--- config.mk ---
export PLATFORM = sky130hd
export DESIGN_NAME = pipe_adder
export DESIGN_NICKNAME = d
export VERILOG_FILES = /design/src/rtl/pipe_adder.sv
export SDC_FILE = /design/constraint.sdc
export NUM_CORES = 1
export LEC_CHECK = 0
export BUFFER_PORTS_ARGS = -buffer_cell sky130_fd_sc_hd__clkbuf_2
export CORE_ASPECT_RATIO = 1.5
export CORE_MARGIN = 4
export CORE_UTILIZATION = 50
export CTS_CLUSTER_SIZE = 14
export DETAILED_ROUTE_END_ITERATION = 7
export PLACE_DENSITY = 0.77
export SETUP_SLACK_MARGIN = 0.05
export SYNTH_ARGS = -nofsm -noshare
export SYNTH_HDL_FRONTEND = slang
export SYNTH_SLANG_ARGS = --single-unit
--- constraint.sdc ---
create_clock -name iClk -period 3.08 [get_ports iClk]
set_clock_uncertainty 0.15 [all_clocks]
set_input_delay 0.462 -clock iClk [delete_from_list [all_inputs] [get_ports iClk]]
set_output_delay 0.462 -clock iClk [all_outputs]
set_load 0.03 [all_outputs]
--- src/rtl/pipe_adder.sv ---
// Pipelined carry-chained adder/subtractor with valid/ready handshake and a global stall.
// Optional signed-overflow output oOvf is built when PIPE_ADDER_OVF_EN is defined.
module pipe_adder #(
  parameter int unsigned WIDTH  = 8,
  parameter int unsigned STAGES = 2
) (
  input  logic             iClk,
  input  logic             iRst,
  input  logic             iValid,
  output logic             oReady,
  input  logic [WIDTH-1:0] iData_a,
  input  logic [WIDTH-1:0] iData_b,
  input  logic             iC,
  input  logic             iSub,
  output logic             oValid,
  input  logic             iReady,
  output logic [WIDTH-1:0] oData,
  output logic             oData_C
`ifdef PIPE_ADDER_OVF_EN
  ,
  output logic             oOvf
`endif
);

  localparam int unsigned Chunk = WIDTH / STAGES;

  logic             advance;
  logic [WIDTH-1:0] eff_b;

  assign advance = !oValid || iReady;
  assign oReady  = advance;
  assign eff_b   = iSub ? ~iData_b : iData_b;

  // Stage k sees only the operand bits it has not consumed yet (its chunk sits at the bottom)
  // and holds the (k+1) completed low chunks of the sum.
  for (genvar k = 0; k < STAGES; k++) begin : g_stage
    localparam int unsigned InW  = WIDTH - k * Chunk;
    localparam int unsigned SumW = (k + 1) * Chunk;

    logic [InW-1:0]  a_in;
    logic [InW-1:0]  b_in;
    logic            c_in;
    logic            v_in;
    logic [Chunk:0]  chunk_sum;
    logic [SumW-1:0] sum_d;
    logic [SumW-1:0] sum_q;
    logic            c_q;
    logic            v_q;

    if (k == 0) begin : g_first
      assign a_in  = iData_a;
      assign b_in  = eff_b;
      assign c_in  = iC;
      assign v_in  = iValid;
      assign sum_d = chunk_sum[Chunk-1:0];
    end else begin : g_next
      assign a_in  = g_stage[k-1].g_mid.a_q;
      assign b_in  = g_stage[k-1].g_mid.b_q;
      assign c_in  = g_stage[k-1].c_q;
      assign v_in  = g_stage[k-1].v_q;
      assign sum_d = {chunk_sum[Chunk-1:0], g_stage[k-1].sum_q};
    end

    assign chunk_sum = {1'b0, a_in[Chunk-1:0]} + {1'b0, b_in[Chunk-1:0]} +
                       {{Chunk{1'b0}}, c_in};

    always_ff @(posedge iClk) begin
      if (iRst) begin
        v_q   <= 1'b0;
        c_q   <= 1'b0;
        sum_q <= '0;
      end else if (advance) begin
        v_q   <= v_in;
        c_q   <= chunk_sum[Chunk];
        sum_q <= sum_d;
      end
    end

    if (k < STAGES - 1) begin : g_mid
      logic [InW-Chunk-1:0] a_q;
      logic [InW-Chunk-1:0] b_q;

      always_ff @(posedge iClk) begin
        if (iRst) begin
          a_q <= '0;
          b_q <= '0;
        end else if (advance) begin
          a_q <= a_in[InW-1:Chunk];
          b_q <= b_in[InW-1:Chunk];
        end
      end
    end

`ifdef PIPE_ADDER_OVF_EN
    // Last stage still sees the original operand MSBs at the top of its chunk.
    if (k == STAGES - 1) begin : g_ovf
      logic ovf_q;

      always_ff @(posedge iClk) begin
        if (iRst) begin
          ovf_q <= 1'b0;
        end else if (advance) begin
          ovf_q <= (a_in[Chunk-1] == b_in[Chunk-1]) && (chunk_sum[Chunk-1] != a_in[Chunk-1]);
        end
      end
    end
`endif
  end

  assign oValid  = g_stage[STAGES-1].v_q;
  assign oData   = g_stage[STAGES-1].sum_q;
  assign oData_C = g_stage[STAGES-1].c_q;

`ifdef PIPE_ADDER_OVF_EN
  assign oOvf = g_stage[STAGES-1].g_ovf.ovf_q;
`endif

endmodule

==> reports/qor.csv <==
stage,metric,value,unit
status,status,"finished, final reports clean",
clock_network,clock sink count,24,
finish,Multi-input gate area,667,um^2
logic_synthesis,Post-Synth Adder-Cell Area,12.7,%
sta,fmax,490,MHz
die,IO Count,33,
logic_synthesis,cell accounting for the most synthesized area,dfxtp_1,
sta,Rel. slew slack,65.0,%
clock_network,CTS resizes,0,
grt,gr ovfl total,0,
pwr,Pwr Total,0.000772,W
finish,Area Overhead vs Synth,16.1,%
die,Core Area,0.00229,mm^2
clock_network,CTS buffer count,3,
logic_synthesis,main combinational cell family by area after synthesis,simple AND/OR/NAND/NOR gates,
finish,post-route cell area,0.00142,mm^2
route,met1 wire length,924,um
route,DR top layer,met4,
logic_synthesis,Post-Syn Nets,167,
finish,Filler cells,224,
critical_path,WP buf/inv,2,
route,via/cell ratio,5.14,
route,DRT iter0 DRCs,11,
critical_path,crit-path cells,"clkbuf_2, xnor2_1, fa_1, inv_1, fa_1, a21o_1, a211oi_1, nor3_1",
clock_network,clk root buf,clkbuf_4,
die,die height,68.6,um
logic_synthesis,Post-Synth Simple-Gate Area,17.5,%
critical_path,CP required,3.14,ns
grt,antenna violations before repair,0,
logic_synthesis,Synth top area share,39.2,%
die,Initial Utilization,53.6,%
logic_synthesis,"FF+latch count, synth",24,
route,metal3 WL,135,um
clock_network,clk_lat worst skew,0.33,ns
logic_synthesis,Post-Syn Instances,135,
pwr,Cell Pwr Density,543,mW/mm^2
route,final wirelength,2.30,mm
placed_design,Buffers on Ports,32,
clock_network,CTS tree,built,
finish,layout cells sized above 1,26.2,%
critical_path,critical path class,input pin to flip-flop,
clock_network,hold_buf cts,0,
clock_network,Worst-path clk slew,0.13,ns
finish,Diodes inserted,0,
grt,GRT Overall Usage,16.3,%
die,Rows,21,
critical_path,"delay-heaviest family, CP",adder cells,
placed_design,Placed Area,0.00137,mm^2
logic_synthesis,yosys warns,0,
sta,final worst-path cycle share,66.2,%
grt,first-pass GRT wire length,4.24,mm
sta,Worst-Margin Slew,0.524,ns
die,Die ar.,0.00332,mm^2
logic_synthesis,Mean Syn Cell Area,9.07,um^2
logic_synthesis,Synth Area in Compound Gates,17.2,%
clock_network,buffer levels on the longest clock path,2,
placed_design,GP Congestion,0.730,
logic_synthesis,Yosys cell types,27,
pwr,LEAKAGE,0.667,nW
route,DR DRC count,0,
sta,RSZ-0062 raised after global routing,false,
logic_synthesis,XOR/XNOR Fraction of Synth Area,7.15,%
finish,Nets,197,
route,met2 WL,1.16,mm
sta,crit path time final,2.04,ns
min_path,worst hold path class,input pin to flip-flop,
route,Final ANT Viol Nets,0,
critical_path,most numerous cell on the critical path,fa_1,
critical_path,startpoint class of the critical path,input pin,
grt,vias in the first global route,996,
finish,most frequent cells in the layout,"clkbuf_2 (32), nand2_1 (25), dfxtp_1 (24), a21oi_1 (14), nor2_1 (12)",
sta,setup violators final,0,
flow_run,MaxCap Viol Count,0,
critical_path,CP endpoint kind,flip-flop,
sta,Final Max Slew Viols,0,
logic_synthesis,"Seq/Total Area, Yosys",39.2,%
critical_path,crit path max-delay cell type,fa_1,
finish,"commonest non-fill, non-tap cell in the layout",clkbuf_2,
critical_path,Worst Path Arrival,2.10,ns
placed_design,Placed Instances,183,
clock_network,Post-CTS Setup Bufs,0,
critical_path,Crit path largest cell delay,0.40,ns
finish,Seq. cell area,480,um^2
route,via count of the routed design,962,
die,Horiz. Die Dim,48.4,um
placed_design,detailed placer's ending HPWL,1.73,mm
route,drt wl/cell,12.3,um
sta,final hold violations,0,
pwr,Max VDD drop,401,uV
logic_synthesis,synthesized cell area,0.00122,mm^2
logic_synthesis,largest cells by area after synthesis,"dfxtp_1 (39%), nand2_1 (7.7%), fa_1 (6.5%), ha_1 (6.1%), a21oi_1 (5.7%)",
finish,fin cells,187,
grt,largest net degree at the start of global routing,29,
finish,post-layout util,62.2,%
sta,Setup TNS,0,ns
route,drt pass-1 iters,2,
clock_network,H-tree levels,1,
logic_synthesis,post-synthesis mux area share,0,%
critical_path,CP max FO,8,
## flip-flops by register name (all words and copies together) (netlist names)
signal,count
oData,8
g_stage.g_mid.a_q,4
g_stage.g_mid.b_q,4
g_stage.sum_q,4
g_stage.c_q,1
g_stage.v_q,1
oData_C,1
oValid,1
## worst paths after layout
check                               startpoint              to  slack (ns)  depth (start not counted)
worst min register to register        oData[4]        oData[4]        0.31                          2
worst max-delay path                      iSub  g_stage[0].c_q        1.04                          8
worst max register to register  g_stage[0].c_q        oData[5]        1.37                          4
worst min-delay path                    iValid  g_stage[0].v_q        0.19                          3
## power breakdown
group | internal (W) | switching (W)
Combinational | 0.0000764 | 0.000104
Sequential | 0.000344 | 0.0000176
Clock | 0.000132 | 0.0000987
Total | 0.000552 | 0.000220
## tightest hold or removal path, stage by stage
cell	delay [ns]
clkbuf_2	0.08
nand2_1	0.05
a21oi_1	0.05
## cells by family (layout without fill, tap and decap cells)
kind of cell	Yosys count	count (layout)
flops	24	24
simple gates	46	46
xor+xnor	10	10
fa+ha+maj	10	10
compound gates	30	30
buf+inv	15	44
## cells in the mapped netlist
cell type  count
or3_1          1
o211ai_1       1
clkbuf_1       2
buf_6          1
fa_1           4
a211oi_1       7
nor2b_4        1
a2111o_1       2
inv_1          6
a21o_1         2
ha_1           6
nand2_1       25
nand3b_1       4
nor2b_1        1
dfxtp_1       24
nor2_1        12
buf_2          2
o211ai_2       1
nand2b_4       1
a211oi_2       2
a21oi_1       14
xor2_1         4
nor3_1         1
buf_4          3
o21ai_0        1
inv_2          1
xnor2_1        6
## final cells by class
cell class,count,area share [%]
multi-input combinational,96,46.9
tap,23,2.02
clock inverter,1,2.11
sequential,24,33.8
timing repair buffer,33,11.8
inverter,7,1.85
clock buffer,3,1.58
## layer usage
layer | vias to the layer above | track usage, %
li1 | 510 | -
met1 | 421 | 17.5
met4 | 0 | 11.4
met2 | 26 | 29.1
met5 | - | 0
met3 | 5 | 2.58
## through the flow
step / hold slack [ns] / setup WS [ns]
after floorplan: 0.282 / 0.932
after global placement: 0.287 / 0.811
after detailed placement: 0.295 / 0.650
after CTS: 0.183 / 1.02
after global routing: 0.185 / 0.909
final: 0.186 / 1.04
Power figures use the tool's default switching activity.
